## config.mk

```make
export PLATFORM = sky130hd
export DESIGN_NAME = pwl_interp_pipe_flat
export DESIGN_NICKNAME = d
export VERILOG_FILES = /design/src/rtl/nn_pwl_pkg.sv /design/src/rtl/pwl_interp_pipe_if.sv /design/src/rtl/pwl_interp_pipe_lerp.sv /design/src/rtl/pwl_interp_pipe.sv /design/src/flat_wrapper.sv
export SDC_FILE = /design/constraint.sdc
export NUM_CORES = 1
export LEC_CHECK = 0
export ABC_CLOCK_PERIOD_IN_PS = 5940
export CORE_ASPECT_RATIO = 0.75
export CORE_MARGIN = 2
export CORE_UTILIZATION = 45
export DETAILED_ROUTE_END_ITERATION = 10
export PLACE_DENSITY = 0.66
export SYNTH_ARGS = -nofsm -noshare
export SYNTH_HDL_FRONTEND = slang
export SYNTH_SLANG_ARGS = --single-unit
```

## constraint.sdc

```tcl
create_clock -name clk -period 5.94 [get_ports clk]
set_input_delay 0.891 -clock clk [delete_from_list [all_inputs] [get_ports clk]]
set_output_delay 0.891 -clock clk [all_outputs]
set_load 0.01 [all_outputs]
```

## src/rtl/nn_pwl_pkg.sv

```systemverilog
// Shared definitions for the piecewise-linear interpolation pipe.
//
// Contents:
//   DATA_W, ADDR_W, FRAC_W    sample / table-address / fraction widths
//   data_t   signed sample        diff_t  signed segment slope (DATA_W+1)
//   prod_t   signed slope*frac    sum_t   signed pre-clamp result
//   SAT_MAX / SAT_MIN         saturation limits of data_t
//   sat_data()                clamp a sum_t into data_t
package nn_pwl_pkg;

    localparam int DATA_W = 8;
    localparam int ADDR_W = 4;
    localparam int FRAC_W = DATA_W - ADDR_W;
    localparam int DIFF_W = DATA_W + 1;
    // |diff| <= 2^DATA_W - 1 and frac <= 2^FRAC_W - 1, so DIFF_W+FRAC_W bits hold the product.
    localparam int PROD_W = DIFF_W + FRAC_W;
    // base plus shifted product needs two guard bits over DATA_W.
    localparam int SUM_W  = DATA_W + 2;

    typedef logic signed [DATA_W-1:0] data_t;
    typedef logic signed [DIFF_W-1:0] diff_t;
    typedef logic signed [PROD_W-1:0] prod_t;
    typedef logic signed [SUM_W-1:0]  sum_t;
    typedef logic        [ADDR_W-1:0] addr_t;
    typedef logic        [FRAC_W-1:0] frac_t;

    localparam data_t SAT_MAX = data_t'(127);
    localparam data_t SAT_MIN = data_t'(-128);

    function automatic data_t sat_data(input sum_t v);
        if (v > sum_t'(SAT_MAX)) begin
            return SAT_MAX;
        end else if (v < sum_t'(SAT_MIN)) begin
            return SAT_MIN;
        end else begin
            return data_t'(v);
        end
    endfunction

endpackage

```

## src/rtl/pwl_interp_pipe_if.sv

```systemverilog
// Handshake and lookup-table bus of pwl_interp_pipe.
//
// Signals:
//   in_valid/in_ready/in_data      upstream sample stream
//   lut_address/lut_base/lut_next  activation-table port (combinational reply)
//   out_valid/out_ready/out_data   downstream result stream
// Modports:
//   slave   the interpolation pipe itself
//   master  the environment (producer, table and consumer)
interface pwl_interp_pipe_if;
    import nn_pwl_pkg::*;

    logic  in_valid;
    logic  in_ready;
    data_t in_data;
    addr_t lut_address;
    data_t lut_base;
    data_t lut_next;
    logic  out_valid;
    logic  out_ready;
    data_t out_data;

    modport slave (
        input  in_valid, in_data, lut_base, lut_next, out_ready,
        output in_ready, lut_address, out_valid, out_data
    );

    modport master (
        output in_valid, in_data, lut_base, lut_next, out_ready,
        input  in_ready, lut_address, out_valid, out_data
    );

endinterface

```

## src/rtl/pwl_interp_pipe_lerp.sv

```systemverilog
// pwl_lerp: combinational interpolation arithmetic.
//   y = clamp(base + ((diff * frac) [+ 2^(FRAC_W-1)]) >>> FRAC_W)
//
// Ports:
//   i_base  signed table value at the segment start
//   i_diff  signed slope to the next segment (next - base)
//   i_frac  unsigned position inside the segment
//   o_y     signed, saturated result
//
// Build option: define NN_PWL_ROUND_EN for round-half-up; otherwise the shift
// floors and no rounding adder exists.
module pwl_lerp
    import nn_pwl_pkg::*;
(
    input  data_t i_base,
    input  diff_t i_diff,
    input  frac_t i_frac,
    output data_t o_y
);

    prod_t w_frac_ext;
    prod_t w_prod;
    prod_t w_prod_adj;
    prod_t w_shift;
    sum_t  w_sum;

    // Fraction is unsigned: zero-extend before the signed multiply.
    assign w_frac_ext = prod_t'({1'b0, i_frac});
    assign w_prod     = prod_t'(i_diff) * w_frac_ext;

`ifdef NN_PWL_ROUND_EN
    localparam prod_t ROUND_HALF = prod_t'(1 << (FRAC_W - 1));
    assign w_prod_adj = w_prod + ROUND_HALF;
`else
    assign w_prod_adj = w_prod;
`endif

    assign w_shift = w_prod_adj >>> FRAC_W;
    // The shifted product fits in SUM_W bits, so the truncating cast is lossless.
    assign w_sum   = sum_t'(i_base) + sum_t'(w_shift);
    assign o_y     = sat_data(w_sum);

endmodule

```

## src/rtl/pwl_interp_pipe.sv

```systemverilog
// pwl_interp_pipe: pipelined piecewise-linear interpolation for the activation path.
//
// Stages (each with its own valid bit, ready chain collapses bubbles):
//   S1   registers the sample; its upper bits address the table
//   S2   registers table base, slope (next - base) and fraction
//   S3   registers the interpolated, clamped result
//   OUT  output register presented to the consumer
// A sample accepted at edge k is presented after edge k+3.
//
// Ports:
//   clk   single clock
//   rst   synchronous, active-high reset
//   bus   pwl_interp_pipe_if.slave (sample in, table port, result out)
//
// Build option: NN_PWL_ROUND_EN selects round-half-up in pwl_lerp.
module pwl_interp_pipe
    import nn_pwl_pkg::*;
(
    input  logic                    clk,
    input  logic                    rst,
    pwl_interp_pipe_if.slave        bus
);

    localparam int NSTG = 4;    // S1, S2, S3, OUT

    logic [NSTG-1:0] r_valid;
    logic [NSTG-1:0] w_ready;
    logic [NSTG-1:0] w_valid_in;

    data_t r_s1_x;
    data_t r_s2_base;
    diff_t r_s2_diff;
    frac_t r_s2_frac;
    data_t r_s3_y;
    data_t r_out_data;

    diff_t w_diff;
    data_t w_y;

    assign w_valid_in = {r_valid[NSTG-2:0], bus.in_valid};

    // Stage gi may load when it or any later stage is empty, or the consumer
    // takes the output this cycle. Written as a flat reduction so the chain has
    // no self-referencing vector.
    genvar gi;
    generate
        for (gi = 0; gi < NSTG; gi++) begin : g_ready
            assign w_ready[gi] = bus.out_ready || !(&r_valid[NSTG-1:gi]);
        end
    endgenerate

    always_ff @(posedge clk) begin
        if (rst) begin
            r_valid <= '0;
        end else begin
            for (int i = 0; i < NSTG; i++) begin
                if (w_ready[i]) begin
                    r_valid[i] <= w_valid_in[i];
                end
            end
        end
    end

    assign w_diff = diff_t'(bus.lut_next) - diff_t'(bus.lut_base);

    pwl_lerp u_lerp (
        .i_base (r_s2_base),
        .i_diff (r_s2_diff),
        .i_frac (r_s2_frac),
        .o_y    (w_y)
    );

    // Data registers only move when their stage loads a valid item, so the
    // table address and every data register hold during stalls and bubbles.
    always_ff @(posedge clk) begin
        if (rst) begin
            r_s1_x     <= '0;
            r_s2_base  <= '0;
            r_s2_diff  <= '0;
            r_s2_frac  <= '0;
            r_s3_y     <= '0;
            r_out_data <= '0;
        end else begin
            if (w_ready[0] && w_valid_in[0]) begin
                r_s1_x <= bus.in_data;
            end
            if (w_ready[1] && w_valid_in[1]) begin
                r_s2_base <= bus.lut_base;
                r_s2_diff <= w_diff;
                r_s2_frac <= r_s1_x[FRAC_W-1:0];
            end
            if (w_ready[2] && w_valid_in[2]) begin
                r_s3_y <= w_y;
            end
            if (w_ready[3] && w_valid_in[3]) begin
                r_out_data <= r_s3_y;
            end
        end
    end

    assign bus.in_ready    = w_ready[0];
    assign bus.lut_address = r_s1_x[DATA_W-1:FRAC_W];
    assign bus.out_valid   = r_valid[NSTG-1];
    assign bus.out_data    = r_out_data;

endmodule

```

## src/flat_wrapper.sv

```systemverilog
// flat-port wrapper written by rule: the top's interface ports become plain ports
module pwl_interp_pipe_flat import nn_pwl_pkg::*;
  (clk, rst, bus_in_valid, bus_in_data, bus_lut_base, bus_lut_next, bus_out_ready, bus_in_ready, bus_lut_address, bus_out_valid, bus_out_data);
  pwl_interp_pipe_if bus_i ();
  input  logic clk;
  input  logic rst;
  input wire logic [$bits(bus_i.in_valid)-1:0] bus_in_valid;
  input wire logic [$bits(bus_i.in_data)-1:0] bus_in_data;
  input wire logic [$bits(bus_i.lut_base)-1:0] bus_lut_base;
  input wire logic [$bits(bus_i.lut_next)-1:0] bus_lut_next;
  input wire logic [$bits(bus_i.out_ready)-1:0] bus_out_ready;
  output wire logic [$bits(bus_i.in_ready)-1:0] bus_in_ready;
  output wire logic [$bits(bus_i.lut_address)-1:0] bus_lut_address;
  output wire logic [$bits(bus_i.out_valid)-1:0] bus_out_valid;
  output wire logic [$bits(bus_i.out_data)-1:0] bus_out_data;
  assign bus_i.in_valid = bus_in_valid;
  assign bus_i.in_data = bus_in_data;
  assign bus_i.lut_base = bus_lut_base;
  assign bus_i.lut_next = bus_lut_next;
  assign bus_i.out_ready = bus_out_ready;
  assign bus_in_ready = bus_i.in_ready;
  assign bus_lut_address = bus_i.lut_address;
  assign bus_out_valid = bus_i.out_valid;
  assign bus_out_data = bus_i.out_data;
  pwl_interp_pipe u_core (.clk(clk), .rst(rst), .bus(bus_i));
endmodule
```

==> impl_metrics.ini <==
[global_routing]
grt-ovfl-total = 0
grt_pass1_wl_um = 12970
grt_use_total = 0.1837
antenna_found_initial = 0
grt_max_degree = 50
first_global_vias = 2812

[setup_path]
max_stage_delay_ns = 0.54
start_kind = register
crit_path_frequent_cell = ha_1
crit_arrival_ns = 5.59
cp-end-kind = register
cp.depth = 20
cp_top_family = adder cells
cp_slowest_cell = fa_1
r2r_cells = 20
worstPathCellList = and2_1 > ha_1 > fa_1 > inv_1 > fa_1 > inv_1 > ha_1 > and4_1 > a221o_1 > o211ai_2 > nor2b_1 > nand2b_1 > a21oi_1 > ha_1 > or4_4 > o21ai_2 > xnor2_1 > a311oi_2 > a21oi_2 > o221a_2
crit_required_ns = 6.14
path_max_fanout = 10
path_class = register to register
cp_num_buf_inv = 2

[clock_network]
cts_buffers = 5
cts_tree = yes
clockBufferDepth = 2
clock_latency_ns = 0.31
post_cts_buffers = 0
htree_num_levels = 2
numClockSinks = 49
cts_hold_buf = 0
cts_root_buffer = clkbuf_8
cts_resized = 0
clkTransAtPathRegs_ns = 0.10

[synthesis]
synth_top_cell_by_area = dfxtp_1
synth_area_mm2 = 0.003669
synth_area_leaders = dfxtp_1, ha_1, fa_1
syn_nets = 526
synth-edff-count = 0
synth_seq_cells = 49
syn_inst = 440
synth_xor_xnor_area_share = 0.04297
yosysWarnings = 0
synth.avg_cell_area_um2 = 8.338
synth_top_family_by_area = adder cells
synth.top_cell.area_share = 0.2674
synth_compound_area_frac = 0.1409
ys_types = 43
ys_seq_area_frac = 0.2674
synth_ff_type = dfxtp_1
synth_adder_area_share = 0.2367
yosys-top-cells-count = dfxtp_1, inv_1, nand2_1, nor2_1, ha_1
synthMostInstantiatedCell = dfxtp_1
synth-async-reset-ratio = 0
synthMuxAreaShare = 0.02183
yosys.area_share.simple = 0.2176

[timing]
setup-tns-final_ns = 0
finalHoldViolations = 0
max_slew_margin = 0.4642
tightestPinTransition_ns = 0.8017
period_share = 0.9078
final-max-slew-violation-count = 0
setup_viol = 0
final.min_clock_period_ns = 5.392
fmax_ghz = 0.1855
rsz0062_at_grt = no
skew_ns = 0.006555

[die]
rows = 28
fp.dieW_um = 108.3
io_pins = 42
core_area_mm2 = 0.007883
start_util = 0.4654
fp.dieH_um = 82.20
dieArea_mm2 = 0.008898

[status]
status = completed

[cells_and_area]
nets = 558
multi_input_area_mm2 = 0.002421
syn_to_final_growth_pct = 15.86
num-fill-cells = 750
num_antenna_cells = 0
layout-drive-gt1-share = 0.04440
final_util = 0.5392
seqCellArea_um2 = 980.9

[drt]
vias_per_cell = 4.990
drc = 0
ant_nets = 0
routedWlPerCell_um = 12.78
vias = 2884
drt_iter0_markers = 68
dr.pass1.iters = 4
routed_wl_um = 7387

[placement]
port_buffers = 41
dp.final_hpwl_um = 5977
globalplace.congestion = 0.8654

[run]
drv_cap = 0

[min_path]
hold_path_class = register to register
min_path_cells = 2

[power]
vdd_drop_max_uv = 124.9
power_leakage_nw = 1.965
powerDensity_mw_per_mm2 = 168.8
-- flip-flops by register name, indices dropped and copies added, names as in the netlist --
signal               flops
u_core.bus.out_data      8
u_core.r_s1_x            8
u_core.r_s2_frac         4
u_core.r_s3_y            8
u_core.r_valid           4
u_core.r_s2_diff         9
u_core.r_s2_base         8
-- logic make-up after synthesis --
kind of cell               after synthesis
and+or+nand+nor                        164
AOI/OAI and AO/OA                       79
buffers and inverters                   64
adders and majority gates               58
DFF                                     49
xor gates and xnor gates                18
muxes                                    8
-- per-stage QoR --
| step | setup WS [ns] | instances | hold slack, ns | total power [W] | area [um2] |
|---|---|---|---|---|---|
| floorplan | 0.9287 | 440 | 0.4321 | 0.0004316 | 3669 |
| global placement | 0.7095 | 570 | 0.4424 | 0.0004693 | 4131 |
| detailed placement | 0.5492 | 570 | 0.4466 | 0.0004726 | 4131 |
| CTS | 0.5366 | 578 | 0.4607 | 0.0007247 | 4250 |
| global route | 0.1640 | 578 | 0.4731 | 0.0007553 | 4250 |
| finish | 0.5479 | 578 | 0.4597 | 0.0007174 | 4250 |
-- final cells by class --
class,count,area share
clock buffers,5,0.01619
well taps,105,0.03091
multi-input cells,327,0.5696
clock inverters,3,0.01178
flip-flops and latches,49,0.2308
repair buffers,43,0.1001
inverters,46,0.04062
-- path summary, 6_finish.rpt --
kind	slack [ns]	to	startpoint
min reg2reg	0.46	u_core.r_s1_x[7]$_SDFFE_PP0P_	u_core.r_s1_x[7]$_SDFFE_PP0P_
min	0.46	u_core.r_s1_x[7]$_SDFFE_PP0P_	u_core.r_s1_x[7]$_SDFFE_PP0P_
max reg2reg	0.55	u_core.r_s3_y[4]$_SDFFE_PP0P_	u_core.r_s2_frac[3]$_SDFFE_PP0P_
max	0.55	u_core.r_s3_y[4]$_SDFFE_PP0P_	u_core.r_s2_frac[3]$_SDFFE_PP0P_
-- worst min-delay path, cell delays in order (launching register included) --
cell	delay, ns
dfxtp_1	0.32
nand2_1	0.05
a21oi_1	0.05
-- routing by layer --
| layer | GRT usage | routed length (um) | up-vias |
|---|---|---|---|
| met2 | 0.3038 | 3187 | 36 |
| met4 | 0.03077 | 46 | 0 |
| li1 | - | - | 1528 |
| met1 | 0.2582 | 3982 | 1316 |
| met5 | 0 | 0 | - |
| met3 | 0.03061 | 171 | 4 |
-- placed cells by master, fill, tap and decap left out, drive strengths merged, types with 3 or more instances in the layout --
master / count
dfxtp: 49
inv: 47
o21a: 7
nor2: 44
nand3b: 4
a211oi: 3
a31oi: 3
a21oi: 39
nor2b: 9
nand2b: 5
clkdlybuf4s50: 41
nand3: 10
clkbuf: 5
o221a: 5
and2: 28
xnor2: 14
xor2: 4
nor3: 9
nand2: 45
fa: 19
o21ai: 12
ha: 39
mux2i: 8
-- where the power goes --
group          total, W  switching, W  internal [W]
clock network  0.000253      0.000123      0.000129
registers      0.000357     0.0000140      0.000343
logic          0.000108     0.0000541     0.0000535
Power figures use the tool's default switching activity.
